## config.mk

```make
export PLATFORM = sky130hd
export DESIGN_NAME = pc_gen_flat
export DESIGN_NICKNAME = d
export VERILOG_FILES = /design/src/rtl/pc_gen_if.sv /design/src/rtl/pc_gen.sv /design/src/flat_wrapper.sv
export SDC_FILE = /design/constraint.sdc
export NUM_CORES = 1
export LEC_CHECK = 0
export BUFFER_PORTS_ARGS = -buffer_cell sky130_fd_sc_hd__buf_2
export CAP_MARGIN = 20
export CORE_MARGIN = 1
export CORE_UTILIZATION = 45
export DETAILED_ROUTE_END_ITERATION = 6
export PLACE_DENSITY = 0.77
export SLEW_MARGIN = 20
export SYNTH_ARGS = -nofsm -noshare
export SYNTH_HDL_FRONTEND = slang
export SYNTH_SLANG_ARGS = --single-unit
```

## constraint.sdc

```tcl
create_clock -name clk -period 2.15 [get_ports clk]
set_input_delay 0.1075 -clock clk [delete_from_list [all_inputs] [get_ports clk]]
set_output_delay 0.1075 -clock clk [all_outputs]
set_load 0.05 [all_outputs]
```

## src/rtl/pc_gen_if.sv

```systemverilog
// pc_gen_if: fetch-stage redirect/address bundle for the instruction-pointer generator.
//   stall                   pipeline stall vector, bit 0 holds pc
//   flush / flush_pc        exception or eret redirect and its target
//   branch_flag_i           decode-stage branch taken
//   branch_target_address_i branch target
//   pc / ce                 fetch address and fetch enable to instruction memory
//   redirect_pending        a branch taken during a stall is being held
//   pc_misalign             current pc has nonzero low log2(INC) bits
// master: pipeline/control side. slave: the pc generator.
interface pc_gen_if #(
    parameter int unsigned ADDR_W  = 32,
    parameter int unsigned STALL_W = 6
);
    logic [STALL_W-1:0] stall;
    logic               flush;
    logic [ADDR_W-1:0]  flush_pc;
    logic               branch_flag_i;
    logic [ADDR_W-1:0]  branch_target_address_i;
    logic [ADDR_W-1:0]  pc;
    logic               ce;
    logic               redirect_pending;
    logic               pc_misalign;

    modport master (
        output stall, flush, flush_pc, branch_flag_i, branch_target_address_i,
        input  pc, ce, redirect_pending, pc_misalign
    );

    modport slave (
        input  stall, flush, flush_pc, branch_flag_i, branch_target_address_i,
        output pc, ce, redirect_pending, pc_misalign
    );
endinterface

```

## src/rtl/pc_gen.sv

```systemverilog
// pc_gen: fetch-stage instruction-pointer generator.
// Redirect priority: flush, buffered branch, live branch, sequential (pc + INC).
// A branch seen while stalled is held in a pending register and applied on the first
// unstalled cycle, so it is never lost; a newer stalled branch replaces an older one.
// Ports:
//   clk  rising-edge clock
//   rst  synchronous active-high reset
//   bus  pc_gen_if.slave: stall/flush/branch inputs, pc/ce/redirect_pending/pc_misalign out
// All outputs are registered. pc_misalign flags a loaded pc whose low log2(INC) bits are
// nonzero; pc itself is loaded unmodified so downstream exception logic can trap on it.
module pc_gen #(
    parameter int unsigned          ADDR_W    = 32,
    parameter logic [ADDR_W-1:0]    RESET_VEC = '0,
    parameter int unsigned          INC       = 4,
    parameter int unsigned          STALL_W   = 6
) (
    input  logic    clk,
    input  logic    rst,
    pc_gen_if.slave bus
);

    // INC is a power of two, so INC-1 masks the bits that must be zero; INC=1 gives mask 0.
    localparam logic [ADDR_W-1:0] ALIGN_MASK = ADDR_W'(INC - 1);
    localparam logic [ADDR_W-1:0] INC_VAL    = ADDR_W'(INC);

    typedef enum logic {StBoot, StRun} state_e;

    state_e            state_q;
    logic [ADDR_W-1:0] pc_q;
    logic [ADDR_W-1:0] pend_target_q;
    logic              pend_vld_q;
    logic              ce_q;
    logic              misalign_q;

    // Only stall[0] matters here; the remaining bits belong to later stages.
    logic unused_stall;
    assign unused_stall = ^bus.stall;

    function automatic logic misaligned(input logic [ADDR_W-1:0] addr);
        return |(addr & ALIGN_MASK);
    endfunction

    always_ff @(posedge clk) begin
        if (rst) begin
            state_q       <= StBoot;
            pc_q          <= RESET_VEC;
            pend_target_q <= '0;
            pend_vld_q    <= 1'b0;
            ce_q          <= 1'b0;
            misalign_q    <= 1'b0;
        end else begin
            unique case (state_q)
                // One idle edge after reset: raise ce so RESET_VEC is the first fetch.
                StBoot: begin
                    ce_q    <= 1'b1;
                    state_q <= StRun;
                end
                StRun: begin
                    if (bus.flush) begin
                        pc_q       <= bus.flush_pc;
                        misalign_q <= misaligned(bus.flush_pc);
                        pend_vld_q <= 1'b0;
                    end else if (!bus.stall[0]) begin
                        if (pend_vld_q) begin
                            // Buffered branch wins over a live one in the same cycle.
                            pc_q       <= pend_target_q;
                            misalign_q <= misaligned(pend_target_q);
                            pend_vld_q <= 1'b0;
                        end else if (bus.branch_flag_i) begin
                            pc_q       <= bus.branch_target_address_i;
                            misalign_q <= misaligned(bus.branch_target_address_i);
                        end else begin
                            // Wraps silently modulo 2^ADDR_W.
                            pc_q       <= pc_q + INC_VAL;
                            misalign_q <= misaligned(pc_q + INC_VAL);
                        end
                    end else if (bus.branch_flag_i) begin
                        pend_target_q <= bus.branch_target_address_i;
                        pend_vld_q    <= 1'b1;
                    end
                end
                default: state_q <= StBoot;
            endcase
        end
    end

    assign bus.pc               = pc_q;
    assign bus.ce               = ce_q;
    assign bus.redirect_pending = pend_vld_q;
    assign bus.pc_misalign      = misalign_q;

endmodule

```

## src/flat_wrapper.sv

```systemverilog
// flat-port wrapper written by rule: the top's interface ports become plain ports
module pc_gen_flat 
#(
    parameter int unsigned          ADDR_W    = 32,
    parameter logic [ADDR_W-1:0]    RESET_VEC = '0,
    parameter int unsigned          INC       = 4,
    parameter int unsigned          STALL_W   = 6
)
  (clk, rst, bus_stall, bus_flush, bus_flush_pc, bus_branch_flag_i, bus_branch_target_address_i, bus_pc, bus_ce, bus_redirect_pending, bus_pc_misalign);
  pc_gen_if #(.ADDR_W(ADDR_W), .STALL_W(STALL_W)) bus_i ();
  input  logic clk;
  input  logic rst;
  input wire logic [$bits(bus_i.stall)-1:0] bus_stall;
  input wire logic [$bits(bus_i.flush)-1:0] bus_flush;
  input wire logic [$bits(bus_i.flush_pc)-1:0] bus_flush_pc;
  input wire logic [$bits(bus_i.branch_flag_i)-1:0] bus_branch_flag_i;
  input wire logic [$bits(bus_i.branch_target_address_i)-1:0] bus_branch_target_address_i;
  output wire logic [$bits(bus_i.pc)-1:0] bus_pc;
  output wire logic [$bits(bus_i.ce)-1:0] bus_ce;
  output wire logic [$bits(bus_i.redirect_pending)-1:0] bus_redirect_pending;
  output wire logic [$bits(bus_i.pc_misalign)-1:0] bus_pc_misalign;
  assign bus_i.stall = bus_stall;
  assign bus_i.flush = bus_flush;
  assign bus_i.flush_pc = bus_flush_pc;
  assign bus_i.branch_flag_i = bus_branch_flag_i;
  assign bus_i.branch_target_address_i = bus_branch_target_address_i;
  assign bus_pc = bus_i.pc;
  assign bus_ce = bus_i.ce;
  assign bus_redirect_pending = bus_i.redirect_pending;
  assign bus_pc_misalign = bus_i.pc_misalign;
  pc_gen #(.ADDR_W(ADDR_W), .RESET_VEC(RESET_VEC), .INC(INC), .STALL_W(STALL_W)) u_core (.clk(clk), .rst(rst), .bus(bus_i));
endmodule
```

==> results of run 1 <==
==> power breakdown <==
group	switching, mW	total (mW)	internal [mW]	leakage, nW
Clock	0.498	0.899	0.401	0.0844
Sequential	0.0794	1.40	1.32	0.556
Combinational	0.465	0.710	0.245	1.35
Total	1.04	3.01	1.97	1.99
==> worst max-delay path, cell delays in order, from the launching register on <==
cell,delay [ps]
dfxtp_1,450
and4_1,290
nand3_1,260
buf_4,270
nor4_1,260
o21ai_1,90
a211oi_1,230
==> metal layers <==
metal / vias to the layer above / share of wire [%]
met1: 2151 / 42
met3: 25 / 8.9
met4: 0 / 2.0
met2: 251 / 47
met5: - / 0
li1: 2139 / -
==> final timing paths <==
kind	from	endpoint	slack (ps)	cells after the start
setup / recovery	u_core.bus.pc[10]	u_core.bus.pc[24]	210	6
hold reg to reg	u_core.pend_target_q[1]	u_core.pend_target_q[1]	450	2
hold / removal	bus_branch_target_address_i[3]	u_core.pend_target_q[3]	5	3
setup reg to reg	u_core.bus.pc[10]	u_core.bus.pc[24]	210	6
==> kinds of logic after synthesis <==
family	count (synthesis)
AND/OR/NAND/NOR	217
XOR/XNOR	18
multiplexers	10
adder cells (fa/ha/maj)	1
buffers and inverters	51
AO/OA/AOI/OAI	169
flip-flops	68
==> placed cells by master, fill, tap and decap left out, types with 5 or more instances in the layout <==
cell / count
nand2_1: 107
nand4_1: 6
o21ai_1: 5
and3_1: 10
buf_2: 103
o21ai_0: 31
o21a_1: 5
nor4_1: 5
inv_1: 8
mux2i_1: 10
nand2b_1: 9
o211ai_1: 9
a211oi_1: 5
nand3_1: 15
a21oi_1: 62
o32ai_1: 5
or3_1: 5
xor2_1: 10
dfxtp_1: 68
xnor2_1: 8
buf_4: 19
dlygate4sd3_1: 14
clkinv_2: 5
and2_1: 6
a31oi_1: 11
clkbuf_8: 9
nor3_1: 11
nor2_1: 24
==> flip-flops by register name (all words and copies together), names as in the netlist <==
signal / count
u_core.bus.pc: 32
u_core.state_q: 1
u_core.bus.ce: 1
u_core.bus.redirect_pending: 1
u_core.bus.pc_misalign: 1
u_core.pend_target_q: 32
==> cell type report <==
cell class,count,area (sq um)
clock buffer,9,123.9
clock inverter,6,32.53
fill,804,3475
inverter,10,37.54
multi-input combinational,415,2402
sequential,68,1361
tap,105,131.4
timing repair buffer,137,818.3
==> per-stage QoR <==
step / hold WS [ps] / instances / util [%]
floorplan: 243.5 / 534 / -
global placement: 359.2 / 721 / 55.01
detailed placement: 365.8 / 721 / 55.01
CTS: 0.008660 / 749 / 58.43
global route: 0.3668 / 750 / 58.55
finish: 4.601 / 750 / 58.55
==> repair_timing <==
| item | in CTS | in global routing |
|---|---|---|
| hold buffers | 13 | 1 |
| endpoints found under the hold margin | 13 | 1 |
| gates resized for setup | 0 | 0 |
==> metrics, run 1 <==
outcome complete, no violations; DRC 0; first-pass GRT wire length 20,330 um; CTS Sinks just under 70; Yosys cell types between 60 and 70; max-cap viol count 0; GRT Util Overall 29.26%; placed cell areas roughly 4600 sq um; initial core utilization 47.32%; cell area power density ~610 nW/um^2; Fin. Hold Viols 0; drt total wl 13,070 um; CP max FO 8; fin nets around 720; syn avg cell area ~7.4 sq um; main combinational cell family by area after synthesis compound AO/OA/AOI/OAI gates; Via Count 4,566; drt initial violations ~440; FFs w/ async S/R, synth 0%; grt total ovfl 0; number of flops mapped to enable cells by yosys 0; Post-Layout Inst Area ~4900 sq um; WS Path Type register to register; met3 Use GR 6.082%; cell taking the most area after synthesis dfxtp_1; fin crit share 90.08%; Post-Synth XOR/XNOR Area roughly 4.0%; Synth Area in Adders less than 1%; Clock Path Buffers 2; DRT antenna net count 0; IO Port Bufs a little over 100; Setup Buffers After CTS 0; Setup Skew between 3 and 4 ps; layout cells sized above 1 around a quarter; top cells by area, synth dfxtp_1 (34%), nand2_1 (10%), a21oi_1 (7.8%), o21ai_0 (3.9%), clkbuf_1 (2.9%); largest net degree at the start of global routing 46; mux contribution to synthesized area under 10%; HP Class primary input to register; leakage power 1.992 nW; H-tree levels 3; setup TNS 0 ps; syn_nets around 610; Synth top cells by count nand2_1 (107), dfxtp_1 (68), a21oi_1 (62); Least-Margin Pin Slew 849.6 ps; Core Area ~8400 sq um; met1 usage 37.47%; DIE AREA just over 9000 sq um; vias in the first global route between 4,000 and 5,000; IO Pins 109; Area growth syn-to-layout 23.72%; Max-slew headroom a little over two fifths; most common cell in the netlist nand2_1; Synthesis Warnings 0; DRT Pass-1 Iters 5; Final min period between 1500 and 2000 ps; Via-to-Cell Ratio between 6 and 7; Placer Congestion between 0.8 and 0.9; post-synthesis sequential area ratio 34.32%; area share of the largest cell type after synthesis between 30% and 40%; WL/cell 17.43 um; Critical Path Sink Type register; Post-Syn Area 3966 sq um; final worst slack approximately 210 ps; Setup Viol. Count Final 0; clock root buffer clkbuf_8; fmax slightly above 0.5 GHz; pre-CTS setup slack about 250 ps; initial antenna violation count 0; #FFs+latches synth between 60 and 70; Die Height 95.88 um; clk_lat worst skew between 300 and 400 ps; Synth Area in Compound Gates a little over a quarter; busiest grt layer met2; Die Width approximately 96 um; Slew Limit Fails 0; Required @ worst endpoint ~2400 ps; post-synthesis instance total around 530; Rows 33; clk slew on worst S/H paths around 70 ps; CTS tree built; crit path DAT between 2000 and 2500 ps; simple-gate share of the synthesized area 26.75%; RSZ-0062 raised after global routing false; diode count 0; TritonCTS buffer count 9; met2 Use GR about 46%; Peak VDD IR about 0.00038 V; CP Launch Type register; post-detail-place hpwl a little under 9000 um; Top FF cell, synth dfxtp_1; Tot Pwr 3.010 mW
(Power assumes the default switching activity.)
==> run 2, diff against run 1 <==
RECOVER_POWER = 50   (was not set)
==> metrics, run 2 (synthesis gave the netlist of run 1 again) <==
outcome complete, no violations; Final min period 1964 ps; WL/cell around 18 um; max-cap viol count 0; CTS Hold Bufs 13; Via-to-Cell Ratio between 6 and 7; Rows 33; CTS tree built; first-pass GRT wire length slightly above 20,000 um; vias in the first global route roughly 4,200; Die Width 95.88 um; WS Path Type register to register; fin nets ~700; Tot Pwr roughly 3.0 mW; Clock Path Buffers 2; reg2reg start u_core.bus.pc[10]; diode count 0; Setup Viol. Count Final 0; Placer Congestion 0.8595; fmax between 0.5 and 0.6 GHz; Sw Share between 30% and 40%; HP Class primary input to register; Max-slew headroom between 40% and 50%; cell area power density 615.8 nW/um^2; Required @ worst endpoint about 2400 ps; RSZ-0062 raised after global routing false; GRT Util Overall approximately 29%; met2 Use GR around 46%; busiest grt layer met2; drt initial violations between 500 and 600; DRT antenna net count 0; IO Port Bufs ~100; leakage power roughly 1.8 nW; met1 usage 37.47%; DIE AREA 9193 sq um; post-detail-place hpwl a little under 9000 um; met3 Use GR 6.082%; CP max FO 8; clock power share 29.8%; fin crit share 91.35%; CTS Sinks 68; Slew Limit Fails 0; Setup Skew 4.579 ps; Critical Path Sink Type register; Comb power frac around a quarter; placed insts 721; HP Start bus_branch_target_address_i[3]; commonest non-fill, non-tap cell in the layout nand2_1; initial core utilization between 40% and 50%; clock root buffer clkbuf_8; internal cell power 1.953 mW; TritonCTS buffer count 9; R2R setup slack 190 ps; most frequent cells in the layout nand2_1 (107), dfxtp_1 (68), buf_2 (67), a21oi_1 (62), clkbuf_1 (37); Die Height 95.88 um; DRC 0; Peak VDD IR approximately 0.00038 V; number of fill cells in the layout slightly above 800; clk slew on worst S/H paths 70 ps; CP Launch Type register; CTS resizes 0; largest net degree at the start of global routing 46; crit path DAT between 2000 and 2500 ps; Core Area 8382 sq um; hold endpoint u_core.pend_target_q[3]; switching power summed over all nets slightly above 1 mW; Fin. Hold Viols 0; Setup Buffers After CTS 0; grt total ovfl 0; Via Count between 4,000 and 5,000; layout cells sized above 1 between 15 and 20%; hold path depth 3; R2R depth 6; placed cell areas 4611 sq um; drt total wl between 10,000 and 15,000 um; Critical R2R Capture u_core.bus.pc[24]; Area growth syn-to-layout 22.37%; Least-Margin Pin Slew between 800 and 900 ps; setup TNS 0 ps; fin cells 750; DRT Pass-1 Iters 5; H-tree levels 3; IO Pins around 110; Post-Layout Inst Area ~4900 sq um; initial antenna violation count 0; Util after Layout about 58%; Sequential Power Share a little under half; clk_lat worst skew 340 ps
## run 2: cell types whose count changed in the layout (fill, tap and decap cells not counted)
cell | previous run | this run
clkbuf_1 | 0 | 37
buf_2 | 103 | 67
buf_4 | 19 | 16
clkbuf_2 | 0 | 2
## run 2: worst max path at each step
stage / from / endpoint / slack [ps] / cells past startpoint
after CTS: u_core.bus.pc[10] / u_core.bus.pc[24] / 230 / 6
after global placement: u_core.bus.pc[10] / u_core.bus.pc[24] / 300 / 6
final: u_core.bus.pc[10] / u_core.bus.pc[24] / 190 / 6
after floorplan: u_core.bus.pc[2] / u_core.bus.pc[24] / 2 / 7
after global routing: u_core.bus.pc[4] / u_core.bus.pc[29] / 60 / 5
after detailed placement: u_core.bus.pc[10] / u_core.bus.pc[24] / 250 / 6
## run 2: final cells by class
cell class | count | area (sq um) | share of cell area (%)
clock buffer | 9 | 123.9 | 2.552
clock inverter | 6 | 32.53 | 0.6703
inverter | 10 | 37.54 | 0.7734
multi-input combinational | 415 | 2402 | 49.50
sequential | 68 | 1361 | 28.05
tap | 105 | 131.4 | 2.707
timing repair buffer | 137 | 764.5 | 15.75
## run 2: power by group through the flow
stage	sequential (mW)	clock, mW	combinational (mW)
floorplan	1.58	0	0.292
global placement	1.42	0	0.672
detailed placement	1.43	0	0.681
CTS	1.40	0.907	0.702
global route	1.41	0.964	0.746
finish	1.40	0.890	0.696
## run 2: critical path: stages, from the launching register on
cell and delay [ps]:
dfxtp_1 460, and4_1 280, nand3_1 270, buf_4 270, nor4_1 270, o21ai_1 90
a211oi_1 240
## run 2: routing by layer
metal / vias up / wire (um)
met5: - / 0
met4: 0 / 265
met3: 27 / 1191
met2: 263 / 6213
met1: 2179 / 5483
li1: 2137 / -
## run 2: through the flow
step	worst slack, ps	hold slack, ps
6_report	186.0	8.754
5_1_grt	56.61	0.3668
4_1_cts	227.4	0.008660
3_3_place_gp	299.4	359.2
3_5_place_dp	251.4	365.8
2_1_floorplan	1.551	243.5
==> run 3, diff against run 2 <==
CORE_MARGIN = 2   (was 1)
==> metrics, run 3 (synthesis gave the netlist of run 1 again) <==
outcome complete, but fails checks; failing checks DRC; Critical Path Sink Type register; clk_lat worst skew ~360 ps; CP max FO 8; drt total wl 13,450 um; diode count 0; Rows 34; IO Pins between 100 and 150; most frequent cells in the layout nand2_1 (107), buf_2 (68), dfxtp_1 (68), a21oi_1 (62), clkbuf_1 (38); HP Class primary input to register; Die Height roughly 100 um; H-tree levels 3; Max-slew headroom 42.02%; grt total ovfl 0; initial core utilization 45.93%; DRT antenna net count 0; TritonCTS buffer count 9; largest net degree at the start of global routing 26; fmax around 0.5 GHz; setup TNS 0 ps; area of the multi-input gates 2400 sq um; CP Launch Type register; IO Port Bufs slightly above 100; Fin. Hold Viols 0; Core Area around 8600 sq um; Area growth syn-to-layout 23.63%; vias in the first global route ~4,400; initial antenna violation count 0; CTS resizes 0; Setup Buffers After CTS 0; RSZ-0062 raised after global routing false; DRT Pass-1 Iters 7; Post-Layout Inst Area roughly 4900 sq um; Util after Layout a little under three fifths; Setup Viol. Count Final 0; drt initial violations ~360; CTS Hold Bufs 8; CTS tree built; FF/Latch Area 1361 sq um; Final min period ~2000 ps; number of fill cells in the layout 840; Via-to-Cell Ratio approximately 6.0; first-pass GRT wire length between 20,000 and 25,000 um; Peak VDD IR roughly 0.00040 V; leakage power 1.889 nW; Placer Congestion around 0.9; fin crit share between 90% and 100%; CTS Sinks 68; Die Width around 100 um; Via Count between 4,000 and 5,000; Required @ worst endpoint 2350 ps; WL/cell approximately 18 um; cell area power density 638.9 nW/um^2; commonest non-fill, non-tap cell in the layout nand2_1; DIE AREA ~9600 sq um; fin nets between 700 and 800; layout cells sized above 1 between 15 and 20%; DRC 3; max-cap viol count 0; Clock Path Buffers 2; crit path DAT approximately 2200 ps; Setup Skew 13.91 ps; placed cell areas ~4700 sq um; Slew Limit Fails 0; Tot Pwr about 3.1 mW; clock root buffer clkbuf_8; Least-Margin Pin Slew slightly below 900 ps; clk slew on worst S/H paths roughly 70 ps; post-detail-place hpwl ~9500 um; WS Path Type register to register; GRT Util Overall 28.01%
-- run 3: power breakdown --
group	switching [mW]	internal, mW	leakage (nW)
Sequential	0.0788	1.32	0.556
Clock	0.486	0.538	0.0986
Combinational	0.473	0.235	1.23
Total	1.04	2.10	1.89
-- run 3: area by class of cell --
| type | count | area share [%] |
|---|---|---|
| multi-input combinational | 415 | 48.94 |
| sequential | 68 | 27.76 |
| timing repair buffer | 143 | 15.95 |
| clock buffer | 14 | 3.725 |
| tap | 108 | 2.756 |
| inverter | 10 | 0.7655 |
| clock inverter | 1 | 0.1021 |
-- run 3: final timing paths --
kind	start	to	slack, ps	cells after the start
setup reg to reg	u_core.bus.pc[10]	u_core.bus.pc[25]	150	6
hold reg to reg	u_core.pend_target_q[0]	u_core.pend_target_q[0]	450	2
setup / recovery	u_core.bus.pc[10]	u_core.bus.pc[25]	150	6
hold / removal	bus_branch_target_address_i[6]	u_core.pend_target_q[6]	4	3
-- run 3: routing by layer --
| metal | global-route usage, % | vias up | part of all wire (%) |
|---|---|---|---|
| li1 | - | 2151 | - |
| met1 | 36.31 | 2121 | 41 |
| met2 | 45.89 | 276 | 46 |
| met3 | 5.798 | 31 | 10 |
| met4 | 10.79 | 0 | 2.5 |
| met5 | 0 | - | 0 |
-- run 3: worst max-delay path, stage by stage (launching register included) --
cell and delay, ps:
dfxtp_1 450, and4_1 270, nand3_1 310, buf_4 270
nor4_2 300, xnor2_1 160, o22ai_1 90
-- run 3: per-stage QoR --
| stage | hold slack, ps | instances | setup slack, ps |
|---|---|---|---|
| final | 3.932 | 759 | 149.3 |
| after global routing | 4.923 | 759 | 33.70 |
| after CTS | 0.4148 | 759 | 187.4 |
| after detailed placement | 368.3 | 736 | 214.0 |
| after global placement | 359.7 | 736 | 270.8 |
| after floorplan | 243.5 | 534 | 1.551 |
